### src/rtl/spi_pkg.sv
`default_nettype none
// ============================================================================
// Module      : spi_pkg
// Description : Shared types and constants for the SPI slave receiver.
//               Provides the receiver state encoding, the byte width and the
//               idle levels of the SPI bus pins.
// Revision    : 1.0 - initial release
// ============================================================================
package spi_pkg;

    localparam int BYTE_W = 8;

    typedef enum logic [1:0] {
        ST_IDLE   = 2'd0,
        ST_ADDR   = 2'd1,
        ST_DATA   = 2'd2,
        ST_IGNORE = 2'd3
    } spi_state_e;

    // Levels the bus rests at between frames; synchronisers reset to these.
    localparam logic c_SCLK_IDLE = 1'b0;
    localparam logic c_CS_N_IDLE = 1'b1;
    localparam logic c_MOSI_IDLE = 1'b0;

endpackage : spi_pkg
`default_nettype wire

### src/rtl/spi_rx_fifo.sv
`default_nettype none
// ============================================================================
// Module      : spi_rx_fifo
// Description : Show-ahead byte FIFO for received SPI data.
//               Binary pointers carry one extra wrap bit to tell full from
//               empty. A write while full is accepted only when a pop
//               happens in the same cycle.
// Ports       : m_clk    - clock, rising edge
//               n_reset  - synchronous active-low reset
//               wr_en    - write request, wr_data - byte to write
//               rd_en    - pop head (ignored when empty)
//               rd_data  - head entry, 0 when empty
//               empty / full - occupancy flags
// Revision    : 1.0 - initial release
// ============================================================================
module spi_rx_fifo
    import spi_pkg::*;
#(
    parameter int FIFO_DEPTH = 4
) (
    input  logic              m_clk,
    input  logic              n_reset,
    input  logic              wr_en,
    input  logic [BYTE_W-1:0] wr_data,
    input  logic              rd_en,
    output logic [BYTE_W-1:0] rd_data,
    output logic              empty,
    output logic              full
);

    localparam int             c_AW      = $clog2(FIFO_DEPTH);
    localparam logic [c_AW:0]  c_PTR_ONE = {{c_AW{1'b0}}, 1'b1};

    logic [c_AW:0]       r_wr_ptr;
    logic [c_AW:0]       r_rd_ptr;
    logic [BYTE_W-1:0]   r_mem [FIFO_DEPTH];

    logic                w_pop;
    logic                w_push;

    assign empty = (r_wr_ptr == r_rd_ptr);
    assign full  = (r_wr_ptr[c_AW] != r_rd_ptr[c_AW]) &&
                   (r_wr_ptr[c_AW-1:0] == r_rd_ptr[c_AW-1:0]);

    assign w_pop  = rd_en & ~empty;
    // A simultaneous pop frees the slot the write is about to use.
    assign w_push = wr_en & (~full | w_pop);

    always_ff @(posedge m_clk) begin
        if (!n_reset) begin
            r_wr_ptr <= '0;
            r_rd_ptr <= '0;
        end else begin
            if (w_push) begin
                r_wr_ptr <= r_wr_ptr + c_PTR_ONE;
            end
            if (w_pop) begin
                r_rd_ptr <= r_rd_ptr + c_PTR_ONE;
            end
        end
    end

    // Storage needs no reset: rd_data is forced to 0 while empty.
    always_ff @(posedge m_clk) begin
        if (w_push) begin
            r_mem[r_wr_ptr[c_AW-1:0]] <= wr_data;
        end
    end

    assign rd_data = empty ? '0 : r_mem[r_rd_ptr[c_AW-1:0]];

endmodule : spi_rx_fifo
`default_nettype wire

### src/rtl/spi_slave_rx.sv
`default_nettype none
// ============================================================================
// Module      : spi_slave_rx
// Description : SPI mode-0 slave receiver in the m_clk domain. Oversamples
//               the SPI pins, deserialises MSB-first bytes, treats the first
//               byte of a frame as an address and queues the following data
//               bytes in a show-ahead FIFO when the address matches.
// Ports       : m_clk, n_reset        - clock, synchronous active-low reset
//               spi_sclk/cs_n/mosi_in - asynchronous SPI pins
//               my_addr               - address of this slave
//               rd_en                 - pop FIFO head
//               data_out/data_valid   - FIFO head and non-empty flag
//               addr_match            - frame addressed to this slave
//               overrun               - sticky, a byte was dropped
//               frame_err             - pulse, frame ended mid-byte
// Revision    : 1.0 - initial release
// ============================================================================
module spi_slave_rx
    import spi_pkg::*;
#(
    parameter int FIFO_DEPTH  = 4,
    parameter int SYNC_STAGES = 2
) (
    input  logic              m_clk,
    input  logic              n_reset,
    input  logic              spi_sclk,
    input  logic              spi_cs_n,
    input  logic              spi_mosi_in,
    input  logic [BYTE_W-1:0] my_addr,
    input  logic              rd_en,
    output logic [BYTE_W-1:0] data_out,
    output logic              data_valid,
    output logic              addr_match,
    output logic              overrun,
    output logic              frame_err
);

    // ------------------------------------------------------------------
    // Input synchronisers and sclk edge detect
    // ------------------------------------------------------------------
    logic [SYNC_STAGES-1:0] r_sclk_sync;
    logic [SYNC_STAGES-1:0] r_cs_sync;
    logic [SYNC_STAGES-1:0] r_mosi_sync;
    logic                   r_sclk_prev;

    logic w_sclk_s;
    logic w_cs_n_s;
    logic w_mosi_s;
    logic w_sclk_rise;

    always_ff @(posedge m_clk) begin
        if (!n_reset) begin
            r_sclk_sync <= {SYNC_STAGES{c_SCLK_IDLE}};
            r_cs_sync   <= {SYNC_STAGES{c_CS_N_IDLE}};
            r_mosi_sync <= {SYNC_STAGES{c_MOSI_IDLE}};
            r_sclk_prev <= c_SCLK_IDLE;
        end else begin
            r_sclk_sync <= {r_sclk_sync[SYNC_STAGES-2:0], spi_sclk};
            r_cs_sync   <= {r_cs_sync[SYNC_STAGES-2:0],   spi_cs_n};
            r_mosi_sync <= {r_mosi_sync[SYNC_STAGES-2:0], spi_mosi_in};
            r_sclk_prev <= w_sclk_s;
        end
    end

    assign w_sclk_s    = r_sclk_sync[SYNC_STAGES-1];
    assign w_cs_n_s    = r_cs_sync[SYNC_STAGES-1];
    assign w_mosi_s    = r_mosi_sync[SYNC_STAGES-1];
    assign w_sclk_rise = w_sclk_s & ~r_sclk_prev;

    // ------------------------------------------------------------------
    // Deserialiser
    // ------------------------------------------------------------------
    spi_state_e        r_state;
    spi_state_e        w_state_nxt;
    logic [BYTE_W-1:0] r_shift;
    logic [2:0]        r_bit_cnt;

    logic              w_shift_en;
    logic              w_byte_done;
    logic [BYTE_W-1:0] w_byte_full;

    assign w_shift_en  = w_sclk_rise & ~w_cs_n_s & (r_state != ST_IDLE);
    assign w_byte_done = w_shift_en & (r_bit_cnt == 3'd7);
    // The byte as it will appear in r_shift after this cycle's shift.
    assign w_byte_full = {r_shift[BYTE_W-2:0], w_mosi_s};

    always_ff @(posedge m_clk) begin
        if (!n_reset) begin
            r_shift   <= '0;
            r_bit_cnt <= 3'd0;
        end else if (r_state == ST_IDLE) begin
            r_bit_cnt <= 3'd0;
        end else if (w_shift_en) begin
            r_shift   <= w_byte_full;
            r_bit_cnt <= r_bit_cnt + 3'd1;
        end
    end

    // ------------------------------------------------------------------
    // Frame FSM: state register / next state / outputs
    // ------------------------------------------------------------------
    always_ff @(posedge m_clk) begin
        if (!n_reset) begin
            r_state <= ST_IDLE;
        end else begin
            r_state <= w_state_nxt;
        end
    end

    always_comb begin
        w_state_nxt = r_state;
        case (r_state)
            ST_IDLE: begin
                if (!w_cs_n_s) begin
                    w_state_nxt = ST_ADDR;
                end
            end
            ST_ADDR: begin
                if (w_cs_n_s) begin
                    w_state_nxt = ST_IDLE;
                end else if (w_byte_done) begin
                    w_state_nxt = (w_byte_full == my_addr) ? ST_DATA : ST_IGNORE;
                end
            end
            ST_DATA, ST_IGNORE: begin
                if (w_cs_n_s) begin
                    w_state_nxt = ST_IDLE;
                end
            end
            default: w_state_nxt = ST_IDLE;
        endcase
    end

    logic w_set_match;
    logic w_frame_end;
    logic w_frame_err;
    logic w_push_nxt;

    always_comb begin
        w_set_match = 1'b0;
        w_frame_end = 1'b0;
        w_frame_err = 1'b0;
        w_push_nxt  = 1'b0;
        if (r_state != ST_IDLE && w_cs_n_s) begin
            w_frame_end = 1'b1;
            w_frame_err = (r_bit_cnt != 3'd0);
        end
        if (r_state == ST_ADDR && w_byte_done && w_byte_full == my_addr) begin
            w_set_match = 1'b1;
        end
        if (r_state == ST_DATA && w_byte_done) begin
            w_push_nxt = 1'b1;
        end
    end

    // ------------------------------------------------------------------
    // Registered outputs and FIFO
    // ------------------------------------------------------------------
    logic r_push;
    logic r_addr_match;
    logic r_frame_err;
    logic r_overrun;
    logic w_fifo_empty;
    logic w_fifo_full;

    always_ff @(posedge m_clk) begin
        if (!n_reset) begin
            r_push       <= 1'b0;
            r_addr_match <= 1'b0;
            r_frame_err  <= 1'b0;
            r_overrun    <= 1'b0;
        end else begin
            r_push      <= w_push_nxt;
            r_frame_err <= w_frame_err;
            if (w_frame_end) begin
                r_addr_match <= 1'b0;
            end else if (w_set_match) begin
                r_addr_match <= 1'b1;
            end
            // Full FIFO always holds data, so rd_en alone means a real pop.
            if (r_push && w_fifo_full && !rd_en) begin
                r_overrun <= 1'b1;
            end
        end
    end

    spi_rx_fifo #(
        .FIFO_DEPTH (FIFO_DEPTH)
    ) u_fifo (
        .m_clk   (m_clk),
        .n_reset (n_reset),
        .wr_en   (r_push),
        .wr_data (r_shift),
        .rd_en   (rd_en),
        .rd_data (data_out),
        .empty   (w_fifo_empty),
        .full    (w_fifo_full)
    );

    assign data_valid = ~w_fifo_empty;
    assign addr_match = r_addr_match;
    assign overrun    = r_overrun;
    assign frame_err  = r_frame_err;

endmodule : spi_slave_rx
`default_nettype wire

### config.mk
export PLATFORM = sky130hd
export DESIGN_NAME = spi_slave_rx
export DESIGN_NICKNAME = d
export VERILOG_FILES = /design/src/rtl/spi_pkg.sv /design/src/rtl/spi_rx_fifo.sv /design/src/rtl/spi_slave_rx.sv
export SDC_FILE = /design/constraint.sdc
export NUM_CORES = 1
export LEC_CHECK = 0
export CAP_MARGIN = 10
export CORE_UTILIZATION = 60
export DETAILED_ROUTE_END_ITERATION = 10
export PLACE_DENSITY = 0.83
export SLEW_MARGIN = 20
export SYNTH_ARGS = -nofsm -noshare
export SYNTH_HDL_FRONTEND = slang
export SYNTH_SLANG_ARGS = --single-unit
### constraint.sdc
create_clock -name m_clk -period 3.15 [get_ports m_clk]
set_input_delay 0.63 -clock m_clk [delete_from_list [all_inputs] [get_ports m_clk]]
set_output_delay 0.63 -clock m_clk [all_outputs]
set_load 0.05 [all_outputs]
Yosys cells after proc, flatten, opt, wreduce, memory -nomap -nowiden
Memories as Yosys holds them, arrays and structs flattened. A register that Yosys moved wholly into a read port is not among the register bits.
Cells that the tools add are included.
- add/subtract/negate cells: 3
- equality and inequality tests: 11
- multiplexer cells: 14
- bitwise operators: 13
- reduce and logical (&&, ||, !) cells: 17
- operator list (operator ; number):
    two-way mux 2 bit ; 6
    adder 3 x 1 -> 3 bit (second input constant) ; 3
    == test 8 bit ; 1
    two-way mux 8 bit ; 1
    logical AND 1 bit ; 7
    bitwise AND 1 bit ; 6
    two-way mux 1 bit ; 6
    inverter 1 bit ; 6
    one-hot mux 2 bit (3 select lines) ; 1
    OR reduction 2 bit ; 3
    == test 2 bit (second input constant) ; 2
    != test 2 bit (second input constant) ; 2
    AND reduction 2 bit ; 2
    == test 3 bit ; 1
    == test 3 bit (second input constant) ; 1
    != test 3 bit (second input constant) ; 1
    AND reduction 3 bit ; 1
    nonzero test 3 bit ; 1
    == test 2 x 1 -> 1 bit (second input constant) ; 1
    == test 2 bit ; 1
    logical NOT 2 bit ; 1
    nonzero test 2 bit ; 1
    logical NOT 1 bit ; 1
    != test 1 bit ; 1
    OR 1 bit ; 1
- flip-flop bits (word level): 30
- RAM bits: 32
- input bits: 14
- output and inout port bits: 12
- word-level logic and storage cells: 72
- memories kept: 1
- memories (name ; depth ; bits a word ; read ports ; clocked after memory_dff ; wr ports ; RTL line ; RTL):
    u_fifo.r_mem ; 4 ; 8 ; 1 ; 1 ; 1 ; spi_rx_fifo.sv:36 ; logic [BYTE_W-1:0] r_mem [FIFO_DEPTH];

Longest topological paths before layout
Gate-level depths: netlist (run 1).
- depth after elaboration: 8
- gate-level depth with buffers: 6
- gate-level depth less buffers: 6

By module
Synthesis (run 1) repeated with hierarchy kept, for this count alone.
- cells, all modules: 206
- area total of the unflattened synthesis: 2701.3 µm²
- modules (own cells, without submodules) (module ; instances ; cells each ; area each (µm²) ; sequential area each (µm²)):
    spi_rx_fifo ; 1 ; 103 ; 1695.4 ; 1121.1
    spi_slave_rx ; 1 ; 103 ; 1006.0 ; 480.5

Least setup slack after synthesis (run 1)
OpenSTA, ideal clock, no wires.
- path kind: register to output
- start: register (tool-made name)
- end: output data_out[0]
- data arrival time: 1.733 ns
- slack: 0.787 ns
- stages on the path, launching flop included: 4
- buffers on the path: 1
- path through: dfxtp_1 clkbuf_1 mux4_2 nor2b_1
- RTL lines (item ; RTL line ; RTL):
    end: declaration ; spi_slave_rx.sv:31 ; output logic [BYTE_W-1:0] data_out,

Worst setup path after layout (run 1)
- start: register u_fifo.r_wr_ptr[1]
- end: output data_out[7]
- longest elaborated chain between the ends: 2
- ends and longest elaborated chain (item ; RTL line ; RTL):
    start: declaration ; spi_rx_fifo.sv:34 ; logic [c_AW:0] r_wr_ptr;
    start signal: assignment ; spi_rx_fifo.sv:55 ; r_wr_ptr <= r_wr_ptr + c_PTR_ONE;
    == test 3 bit ; spi_rx_fifo.sv:41 ; assign empty = (r_wr_ptr == r_rd_ptr);
    two-way mux 8 bit ; spi_rx_fifo.sv:70 ; assign rd_data = empty ? '0 : r_mem[r_rd_ptr[c_AW-1:0]];
No other way between the ends.

==> results of run 1 <==
==> synth_stat cells, types with 2 or more instances <==
| library cell | instances |
|---|---|
| sky130_fd_sc_hd__inv_1 | 6 |
| sky130_fd_sc_hd__nand3_1 | 3 |
| sky130_fd_sc_hd__mux2i_1 | 3 |
| sky130_fd_sc_hd__and2_1 | 13 |
| sky130_fd_sc_hd__ha_1 | 8 |
| sky130_fd_sc_hd__xor2_1 | 4 |
| sky130_fd_sc_hd__o21ai_0 | 12 |
| sky130_fd_sc_hd__mux4_2 | 8 |
| sky130_fd_sc_hd__nand2_1 | 11 |
| sky130_fd_sc_hd__edfxtp_1 | 32 |
| sky130_fd_sc_hd__nor2b_1 | 11 |
| sky130_fd_sc_hd__buf_2 | 2 |
| sky130_fd_sc_hd__a21boi_0 | 7 |
| sky130_fd_sc_hd__nand2b_1 | 2 |
| sky130_fd_sc_hd__dfxtp_1 | 32 |
| sky130_fd_sc_hd__xnor2_1 | 12 |
| sky130_fd_sc_hd__nor2_1 | 6 |
| sky130_fd_sc_hd__clkbuf_1 | 4 |
==> metrics by stage <==
step | worst slack, ps | hold WS [ps] | util
after floorplan | 786.9 | 386.3 | -
after global placement | 324.1 | 390.7 | 0.7064
after detailed placement | 186.5 | 401.5 | 0.7064
after CTS | 5.409 | 420.8 | 0.7551
after global routing | 28.78 | 439.6 | 0.7554
final | 225.7 | 415.3 | 0.7554
==> registers in the layout (all words and copies together), names as in the netlist, 2 cells and up, named ones only <==
| name | count |
|---|---|
| r_cs_sync | 2 |
| r_shift | 8 |
| u_fifo.r_mem | 32 |
| r_state | 2 |
| u_fifo.r_rd_ptr | 3 |
| u_fifo.r_wr_ptr | 3 |
| r_sclk_sync | 2 |
| r_mosi_sync | 2 |
| r_bit_cnt | 3 |
==> critical path, cell delays in order (launching register included) <==
cell	delay, ps
sky130_fd_sc_hd__dfxtp_1	360
sky130_fd_sc_hd__xor2_1	230
sky130_fd_sc_hd__nor3_2	550
sky130_fd_sc_hd__nor2b_1	110
sky130_fd_sc_hd__clkdlybuf4s50_1	720
==> worst min-delay path by stage <==
stage                            start                       to  cells past startpoint
2_1_floorplan  r_cs_sync[0]$_SDFF_PN1_  r_cs_sync[1]$_SDFF_PN1_                      1
3_3_place_gp   r_cs_sync[0]$_SDFF_PN1_  r_cs_sync[1]$_SDFF_PN1_                      1
3_5_place_dp   r_cs_sync[0]$_SDFF_PN1_  r_cs_sync[1]$_SDFF_PN1_                      1
4_1_cts        r_cs_sync[0]$_SDFF_PN1_  r_cs_sync[1]$_SDFF_PN1_                      1
5_1_grt        r_cs_sync[0]$_SDFF_PN1_  r_cs_sync[1]$_SDFF_PN1_                      1
6_report       r_cs_sync[0]$_SDFF_PN1_  r_cs_sync[1]$_SDFF_PN1_                      1
==> cell type report <==
class	instances	area, sq um	share of cell area
clock inverter	2	10.01	0.003243
timing repair buffer	26	257.7	0.08350
multi-input combinational	117	947.2	0.3069
sequential	64	1603	0.5193
inverter	6	22.52	0.007296
tap	50	62.56	0.02027
clock buffer	14	183.9	0.05959
==> metal layers <==
metal  track usage  routed length, um  up-vias
met5             0                  0        -
met4        0.1011                 85        0
met3       0.08277                215        6
met2        0.4022               2455       46
met1        0.2682               1852      769
li1              -                  -      752
==> cells by family after synthesis <==
logic type | count (synthesis) | share of synthesized area
mux | 11 | 0.08100
simple gates | 56 | 0.1249
flops | 64 | 0.6172
compound gates | 26 | 0.06461
buf+inv | 13 | 0.01977
xor+xnor | 16 | 0.05400
fa+ha+maj | 8 | 0.03857
==> where the power goes <==
part / internal (mW) / switching, mW / leakage [nW]
clock: 0.375 / 0.292 / 0.102
sequential: 0.870 / 0.00208 / 0.556
combinational: 0.0228 / 0.0128 / 0.423
==> timing repair <==
action	in CTS	in global routing
hold endpoints to repair	0	0
endpoints found under the setup margin	9	8
pin swaps	0	0
gates resized for setup	1	1
==> impl_results.html, run 1 <==
<table>
<tr><th>Metric</th><th>Value</th></tr>
<tr><th colspan="2">Die</th></tr>
<tr><td>Die extent in y</td><td>67.77 um</td></tr>
<tr><td>Total Die Area</td><td>4592 sq um</td></tr>
<tr><td>IO Pins</td><td>26</td></tr>
<tr><td>Row count</td><td>23</td></tr>
<tr><td>Starting density of the core</td><td>0.6350</td></tr>
<tr><td>Placeable core area</td><td>4086 sq um</td></tr>
<tr><td>Die outline width</td><td>67.77 um</td></tr>
<tr><th colspan="2">Global routing</th></tr>
<tr><td>Via count of the first global-routing pass</td><td>1535</td></tr>
<tr><td>Maximum number of pins on one net before global-route repair</td><td>25</td></tr>
<tr><td>Antenna violations before repair</td><td>0</td></tr>
<tr><td>Wire length of the first global-routing pass</td><td>7.341 mm</td></tr>
<tr><td>Congestion Overflow GR</td><td>0</td></tr>
<tr><td>Total global routing track utilization</td><td>0.2370</td></tr>
<tr><th colspan="2">Critical path</th></tr>
<tr><td>Setup crit end kind</td><td>primary output</td></tr>
<tr><td>Setup crit start</td><td>u_fifo.r_wr_ptr[1]$_SDFFE_PN0P_</td></tr>
<tr><td>Worst reg2reg path startpoint</td><td>r_cs_sync[1]$_SDFF_PN1_</td></tr>
<tr><td>Depth of the most critical reg-to-reg path</td><td>4</td></tr>
<tr><td>Startpoint type of the worst setup path</td><td>register</td></tr>
<tr><td>Required time of the worst setup path</td><td>2520 ps</td></tr>
<tr><td>Critical path peak fanout</td><td>9</td></tr>
<tr><td>Register-to-register path setup slack</td><td>1080 ps</td></tr>
<tr><td>Worst R2R End</td><td>r_bit_cnt[2]$_SDFFE_PP0P_</td></tr>
<tr><td>Critical Path Sink</td><td>data_out[7]</td></tr>
<tr><td>Critical path data arrival time</td><td>2290 ps</td></tr>
<tr><td>Category of the most critical setup path</td><td>register to primary output</td></tr>
<tr><th colspan="2">Place</th></tr>
<tr><td>Routability congestion estimate from global placement</td><td>0.7759</td></tr>
<tr><td>DP Wirelength</td><td>3.265 mm</td></tr>
<tr><td>Number of cells in the design after placement</td><td>263</td></tr>
<tr><td>Placed inst area</td><td>2887 sq um</td></tr>
<tr><td>Number of port buffers</td><td>25</td></tr>
<tr><th colspan="2">STA</th></tr>
<tr><td>Clock skew after layout</td><td>5.299 ps</td></tr>
<tr><td>Total negative slack for setup checks</td><td>0 ps</td></tr>
<tr><td>Minimum clock period</td><td>2924 ps</td></tr>
<tr><td>Final period util</td><td>0.9284</td></tr>
<tr><td>Number of hold violations in the final report</td><td>0</td></tr>
<tr><td>Slew @ Worst Pin</td><td>889.2 ps</td></tr>
<tr><td>Setup-violating endpoint count in the final report</td><td>0</td></tr>
<tr><td>RSZ-0062 raised after global routing</td><td>no</td></tr>
<tr><td>F_max</td><td>0.3420 GHz</td></tr>
<tr><td>Number of slew-limit violations in the final report</td><td>0</td></tr>
<tr><td>Worst max-slew margin expressed relative to the limit</td><td>0.4050</td></tr>
<tr><th colspan="2">Layout</th></tr>
<tr><td>Area grow syn2layout</td><td>18.95%</td></tr>
<tr><td>Most common cell after layout, fill and taps aside</td><td>sky130_fd_sc_hd__edfxtp_1</td></tr>
<tr><td>Antenna Cells</td><td>0</td></tr>
<tr><td>Commonest cells after routing, fill and taps aside</td><td>sky130_fd_sc_hd__edfxtp_1 (32), sky130_fd_sc_hd__dfxtp_1 (31), sky130_fd_sc_hd__clkdlybuf4s50_1 (25)</td></tr>
<tr><td>Non-filler cells in the finished layout</td><td>279</td></tr>
<tr><td>Area of all placed cells without fillers</td><td>3087 sq um</td></tr>
<tr><td>Filler Cell Count</td><td>249</td></tr>
<tr><td>Share of cells above drive strength 1</td><td>0.1179</td></tr>
<tr><td>Nets</td><td>246</td></tr>
<tr><th colspan="2">Outcome</th></tr>
<tr><td>Outcome</td><td>complete, no violations</td></tr>
<tr><th colspan="2">Logic synthesis</th></tr>
<tr><td>Library cell occupying the most area in the post-synthesis netlist</td><td>sky130_fd_sc_hd__edfxtp_1</td></tr>
<tr><td>Share of synthesized area occupied by flip-flops and latches</td><td>0.6172</td></tr>
<tr><td>Synthesized flop and latch total</td><td>64</td></tr>
<tr><td>Async S/R FF share, synth</td><td>0</td></tr>
<tr><td>Syn_nets</td><td>216</td></tr>
<tr><td>Leading post-synthesis cells by cell area</td><td>sky130_fd_sc_hd__edfxtp_1 (37%), sky130_fd_sc_hd__dfxtp_1 (25%), sky130_fd_sc_hd__mux4_2 (6.9%)</td></tr>
<tr><td>EDFF count, synth</td><td>32</td></tr>
<tr><td>Avg Cell Area, Syn</td><td>13.38 sq um</td></tr>
<tr><td>Total number of yosys warnings</td><td>0</td></tr>
<tr><td>Combined area of all synthesized cells</td><td>2595 sq um</td></tr>
<tr><td>Count of distinct cell types in the synthesized netlist</td><td>36</td></tr>
<tr><td>Dominant synthesized flop cell</td><td>sky130_fd_sc_hd__edfxtp_1</td></tr>
<tr><td>Area share of the leading cell type in the synthesized netlist</td><td>0.3703</td></tr>
<tr><td>Gate count after technology mapping</td><td>194</td></tr>
<tr><th colspan="2">Clock tree</th></tr>
<tr><td>Number of clock buffers inserted by TritonCTS</td><td>9</td></tr>
<tr><td>Clk Tree Root Cell</td><td>sky130_fd_sc_hd__clkbuf_8</td></tr>
<tr><td>Buffer count from post-CTS setup fixing</td><td>0</td></tr>
<tr><td>CTS Buffer Depth</td><td>2</td></tr>
<tr><td>Clock slew at reported path FFs</td><td>60 ps</td></tr>
<tr><td>Clock insertion delay at the later pin of the skew report</td><td>330 ps</td></tr>
<tr><td>H-tree depth</td><td>3</td></tr>
<tr><td>Quantity of hold-fixing buffers added after cts</td><td>0</td></tr>
<tr><td>Clock tree from TritonCTS</td><td>built</td></tr>
<tr><td>Sink count of the clock tree</td><td>64</td></tr>
<tr><th colspan="2">Drt</th></tr>
<tr><td>Via-to-Cell Ratio</td><td>5.638</td></tr>
<tr><td>Post-Route WL</td><td>4.608 mm</td></tr>
<tr><td>Post-route DRC violation count</td><td>0</td></tr>
<tr><td>Count of vias placed by the detailed router</td><td>1573</td></tr>
<tr><td>First drt pass iteration count</td><td>4</td></tr>
<tr><td>Number of design-rule violations left by the first detailed-router iteration</td><td>142</td></tr>
<tr><td>Post-route antenna net violation count</td><td>0</td></tr>
<tr><td>Wirelength per Cell</td><td>16.52 um</td></tr>
<tr><th colspan="2">Power and ir drop</th></tr>
<tr><td>Overall Power</td><td>1.575 mW</td></tr>
<tr><td>Leakage component of the power</td><td>1.080 nW</td></tr>
<tr><td>Power per standard cell area</td><td>510.2 nW/um^2</td></tr>
<tr><td>Maximum vdd drop</td><td>0.0003125 V</td></tr>
<tr><th colspan="2">Min path</th></tr>
<tr><td>Hold Path Class</td><td>register to register</td></tr>
<tr><th colspan="2">Flow run</th></tr>
<tr><td>Max Cap Violations</td><td>0</td></tr>
</table>
Power figures use the tool's default switching activity.
==> run 2: changes to the inputs <==
--- a/config.mk
+++ b/config.mk
@@ -6,6 +6,7 @@
 export NUM_CORES = 1
 export LEC_CHECK = 0
 export CAP_MARGIN = 10
+export CORE_MARGIN = 3
 export CORE_UTILIZATION = 60
 export DETAILED_ROUTE_END_ITERATION = 10
 export PLACE_DENSITY = 0.83
==> impl_results.html, run 2 (synthesized netlist as in run 1, its figures left out) <==
<table>
<tr><th>Metric</th><th>Value</th></tr>
<tr><th colspan="2">Critical path</th></tr>
<tr><td>Worst reg2reg path startpoint</td><td>r_cs_sync[1]$_SDFF_PN1_</td></tr>
<tr><td>Category of the most critical setup path</td><td>register to primary output</td></tr>
<tr><td>Peak per-stage delay on the critical path</td><td>820 ps (+100 ps)</td></tr>
<tr><td>Startpoint type of the worst setup path</td><td>register</td></tr>
<tr><td>Depth of the most critical reg-to-reg path</td><td>4 (unchanged)</td></tr>
<tr><td>Setup crit end kind</td><td>primary output</td></tr>
<tr><td>Critical path cell sequence</td><td>xor2_1 -&gt; nor3_4 -&gt; nor2b_1 -&gt; clkdlybuf4s50_1</td></tr>
<tr><td>Register-to-register path setup slack</td><td>1090 ps (about the same)</td></tr>
<tr><td>Critical path data arrival time</td><td>2290 ps (about the same)</td></tr>
<tr><td>Worst R2R End</td><td>r_bit_cnt[2]$_SDFFE_PP0P_</td></tr>
<tr><td>Slowest-stage cell, CP</td><td>sky130_fd_sc_hd__clkdlybuf4s50_1</td></tr>
<tr><td>Critical path peak fanout</td><td>9 (unchanged)</td></tr>
<tr><td>Required time of the worst setup path</td><td>2520 ps (about the same)</td></tr>
<tr><th colspan="2">Die</th></tr>
<tr><td>IO Pins</td><td>26 (unchanged)</td></tr>
<tr><td>Die outline width</td><td>71.77 um (+5.9%)</td></tr>
<tr><td>Total Die Area</td><td>5150 sq um (+12%)</td></tr>
<tr><td>Die extent in y</td><td>71.77 um (+5.9%)</td></tr>
<tr><td>Row count</td><td>23 (unchanged)</td></tr>
<tr><td>Starting density of the core</td><td>0.6350 (unchanged)</td></tr>
<tr><td>Placeable core area</td><td>4086 sq um (unchanged)</td></tr>
<tr><th colspan="2">STA</th></tr>
<tr><td>Setup-violating endpoint count in the final report</td><td>0 (unchanged)</td></tr>
<tr><td>Number of hold violations in the final report</td><td>0 (unchanged)</td></tr>
<tr><td>Clock skew after layout</td><td>9.037 ps (+3.738 ps)</td></tr>
<tr><td>Worst max-slew margin expressed relative to the limit</td><td>0.4086 (+0.003593)</td></tr>
<tr><td>F_max</td><td>0.3423 GHz (about the same)</td></tr>
<tr><td>Number of slew-limit violations in the final report</td><td>0 (unchanged)</td></tr>
<tr><td>Tightest hold margin</td><td>427.9 ps (+12.58 ps)</td></tr>
<tr><td>Slew @ Worst Pin</td><td>883.8 ps (-5.370 ps)</td></tr>
<tr><td>Total negative slack for setup checks</td><td>0 ps (unchanged)</td></tr>
<tr><td>Final period util</td><td>0.9275 (about the same)</td></tr>
<tr><td>RSZ-0062 raised after global routing</td><td>no</td></tr>
<tr><td>Minimum clock period</td><td>2922 ps (-2.784 ps)</td></tr>
<tr><th colspan="2">Power and ir drop</th></tr>
<tr><td>Part of the power in combinational logic</td><td>0.023 (about the same)</td></tr>
<tr><td>Relative contribution of the clock network to total power</td><td>0.404 (-0.020)</td></tr>
<tr><td>Int Power</td><td>1.220 mW (-3.8%)</td></tr>
<tr><td>Power per standard cell area</td><td>495.3 nW/um^2 (-2.9%)</td></tr>
<tr><td>Maximum vdd drop</td><td>0.0003225 V (+3.2%)</td></tr>
<tr><td>Net Switching</td><td>303.2 uW (-1.4%)</td></tr>
<tr><td>Fraction of power spent switching nets</td><td>0.1991 (+0.003905)</td></tr>
<tr><td>Reg power frac</td><td>0.573 (+0.019)</td></tr>
<tr><td>Leakage component of the power</td><td>1.077 nW (-0.33%)</td></tr>
<tr><td>Overall Power</td><td>1.523 mW (-3.3%)</td></tr>
<tr><th colspan="2">Place</th></tr>
<tr><td>Routability congestion estimate from global placement</td><td>0.7428 (-4.3%)</td></tr>
<tr><td>DP Wirelength</td><td>3.052 mm (-6.5%)</td></tr>
<tr><td>Number of port buffers</td><td>25 (unchanged)</td></tr>
<tr><th colspan="2">Layout</th></tr>
<tr><td>Max reg flops</td><td>32 (unchanged)</td></tr>
<tr><td>Area grow syn2layout</td><td>18.47%</td></tr>
<tr><td>Fraction of the core area covered by cells at the end of the flow</td><td>0.7523 (-0.003062)</td></tr>
<tr><td>Multi-input combinational cell area</td><td>953.4 sq um (+0.66%)</td></tr>
<tr><td>Nets</td><td>246 (unchanged)</td></tr>
<tr><td>Combined flip-flop and latch cell area</td><td>1603 sq um (unchanged)</td></tr>
<tr><td>Most common cell after layout, fill and taps aside</td><td>sky130_fd_sc_hd__edfxtp_1</td></tr>
<tr><td>Commonest cells after routing, fill and taps aside</td><td>sky130_fd_sc_hd__edfxtp_1 (32), sky130_fd_sc_hd__dfxtp_1 (31), sky130_fd_sc_hd__clkdlybuf4s50_1 (25)</td></tr>
<tr><td>Antenna Cells</td><td>0 (unchanged)</td></tr>
<tr><td>Filler Cell Count</td><td>254 (+2.0%)</td></tr>
<tr><td>Share of cells above drive strength 1</td><td>0.1179 (unchanged)</td></tr>
<tr><th colspan="2">Drt</th></tr>
<tr><td>Post-route antenna net violation count</td><td>0 (unchanged)</td></tr>
<tr><td>Number of design-rule violations left by the first detailed-router iteration</td><td>76 (-46%)</td></tr>
<tr><td>Post-route DRC violation count</td><td>0 (unchanged)</td></tr>
<tr><td>Post-Route WL</td><td>4.403 mm (-4.4%)</td></tr>
<tr><td>First drt pass iteration count</td><td>4 (unchanged)</td></tr>
<tr><td>Count of vias placed by the detailed router</td><td>1555 (-1.1%)</td></tr>
<tr><td>Via-to-Cell Ratio</td><td>5.573 (-1.1%)</td></tr>
<tr><td>Wirelength per Cell</td><td>15.78 um (-4.4%)</td></tr>
<tr><th colspan="2">Clock tree</th></tr>
<tr><td>Clock slew at reported path FFs</td><td>60 ps (about the same)</td></tr>
<tr><td>Clk Tree Root Cell</td><td>sky130_fd_sc_hd__clkbuf_8</td></tr>
<tr><td>Number of clock buffers inserted by TritonCTS</td><td>9 (unchanged)</td></tr>
<tr><td>Clock insertion delay at the later pin of the skew report</td><td>330 ps (about the same)</td></tr>
<tr><td>Clock tree from TritonCTS</td><td>built</td></tr>
<tr><td>H-tree depth</td><td>3 (unchanged)</td></tr>
<tr><td>CTS Buffer Depth</td><td>2 (unchanged)</td></tr>
<tr><td>Sink count of the clock tree</td><td>64 (unchanged)</td></tr>
<tr><th colspan="2">Min path</th></tr>
<tr><td>Worst hold path cell count</td><td>1 (unchanged)</td></tr>
<tr><td>Worst Hold End</td><td>r_cs_sync[1]$_SDFF_PN1_</td></tr>
<tr><td>Min-delay src</td><td>r_cs_sync[0]$_SDFF_PN1_</td></tr>
<tr><td>Hold Path Class</td><td>register to register</td></tr>
<tr><th colspan="2">Global routing</th></tr>
<tr><td>Wire length of the first global-routing pass</td><td>7.410 mm (+0.94%)</td></tr>
<tr><td>Maximum number of pins on one net before global-route repair</td><td>32 (+28%)</td></tr>
<tr><td>Congestion Overflow GR</td><td>0 (unchanged)</td></tr>
<tr><td>Antenna violations before repair</td><td>0 (unchanged)</td></tr>
<tr><td>Total global routing track utilization</td><td>0.1971 (-0.03995)</td></tr>
<tr><td>Via count of the first global-routing pass</td><td>1646 (+7.2%)</td></tr>
<tr><th colspan="2">Flow run</th></tr>
<tr><td>Max Cap Violations</td><td>0 (unchanged)</td></tr>
<tr><th colspan="2">Outcome</th></tr>
<tr><td>Outcome</td><td>complete, no violations</td></tr>
</table>
==> run 2: cell count changes in the layout (fill, tap and decap cells not counted), sizes merged <==
cell    previous run  this run
inv                6         7
clkbuf            14        13
==> run 2: worst max path at each step <==
stage / slack (ps) / from / to
6_report: 230 / u_fifo.r_wr_ptr[1]$_SDFFE_PN0P_ / data_out[2]
5_1_grt: 40 / u_fifo.r_wr_ptr[1]$_SDFFE_PN0P_ / data_out[7]
4_1_cts: 50 / register / data_out[3]
3_5_place_dp: 130 / u_fifo.r_wr_ptr[1]$_SDFFE_PN0P_ / data_out[5]
3_3_place_gp: 310 / u_fifo.r_wr_ptr[1]$_SDFFE_PN0P_ / data_out[2]
2_1_floorplan: 790 / register / data_out[0]
==> run 2: final cells by class <==
class | count | area share
multi-input combinational | 117 | 0.3101
clock inverter | 3 | 0.005291
clock buffer | 13 | 0.05169
inverter | 6 | 0.007326
timing repair buffer | 26 | 0.08384
sequential | 64 | 0.5214
tap | 50 | 0.02035
==> run 2: metal layers <==
| metal | routed length (um) | share of wire | up-vias | GRT usage |
|---|---|---|---|---|
| li1 | - | - | 753 | - |
| met3 | 217 | 0.049 | 7 | 0.07153 |
| met2 | 2285 | 0.52 | 41 | 0.3378 |
| met1 | 1845 | 0.42 | 754 | 0.2136 |
| met5 | 0 | 0 | - | 0 |
| met4 | 55 | 0.012 | 0 | 0.1002 |
==> run 2: repair_timing <==
item                                    in CTS  in global routing
setup buffers                                0                  0
gates resized for setup                      1                  2
endpoints found under the setup margin       9                  9
hold buffers                                 0                  0
hold endpoints to repair                     0                  0
==> run 2: critical path: cells and delay by family (launching register included) <==
kind / cells / cell delay (ps)
flip-flops: 1 / 430
AND/OR/NAND/NOR: 2 / 300
XOR/XNOR: 1 / 420
buffers and inverters: 1 / 820
==> run 2: per-stage QoR <==
stage | setup slack, ps | instance area (sq um) | cells
after floorplan | 786.9 | 2595 | 194
after global placement | 309.6 | 2887 | 263
after detailed placement | 128.9 | 2887 | 263
after CTS | 46.86 | 3067 | 279
after global routing | 36.60 | 3074 | 279
final | 228.5 | 3074 | 279
==> run 2: power groups by stage <==
stage | Sequential [mW] | Combinational, mW | Clock [mW]
3_5_place_dp | 0.890 | 0.0356 | 0
6_report | 0.872 | 0.0356 | 0.615
3_3_place_gp | 0.890 | 0.0345 | 0
2_1_floorplan | 0.889 | 0.0148 | 0
4_1_cts | 0.872 | 0.0357 | 0.627
5_1_grt | 0.872 | 0.0383 | 0.673
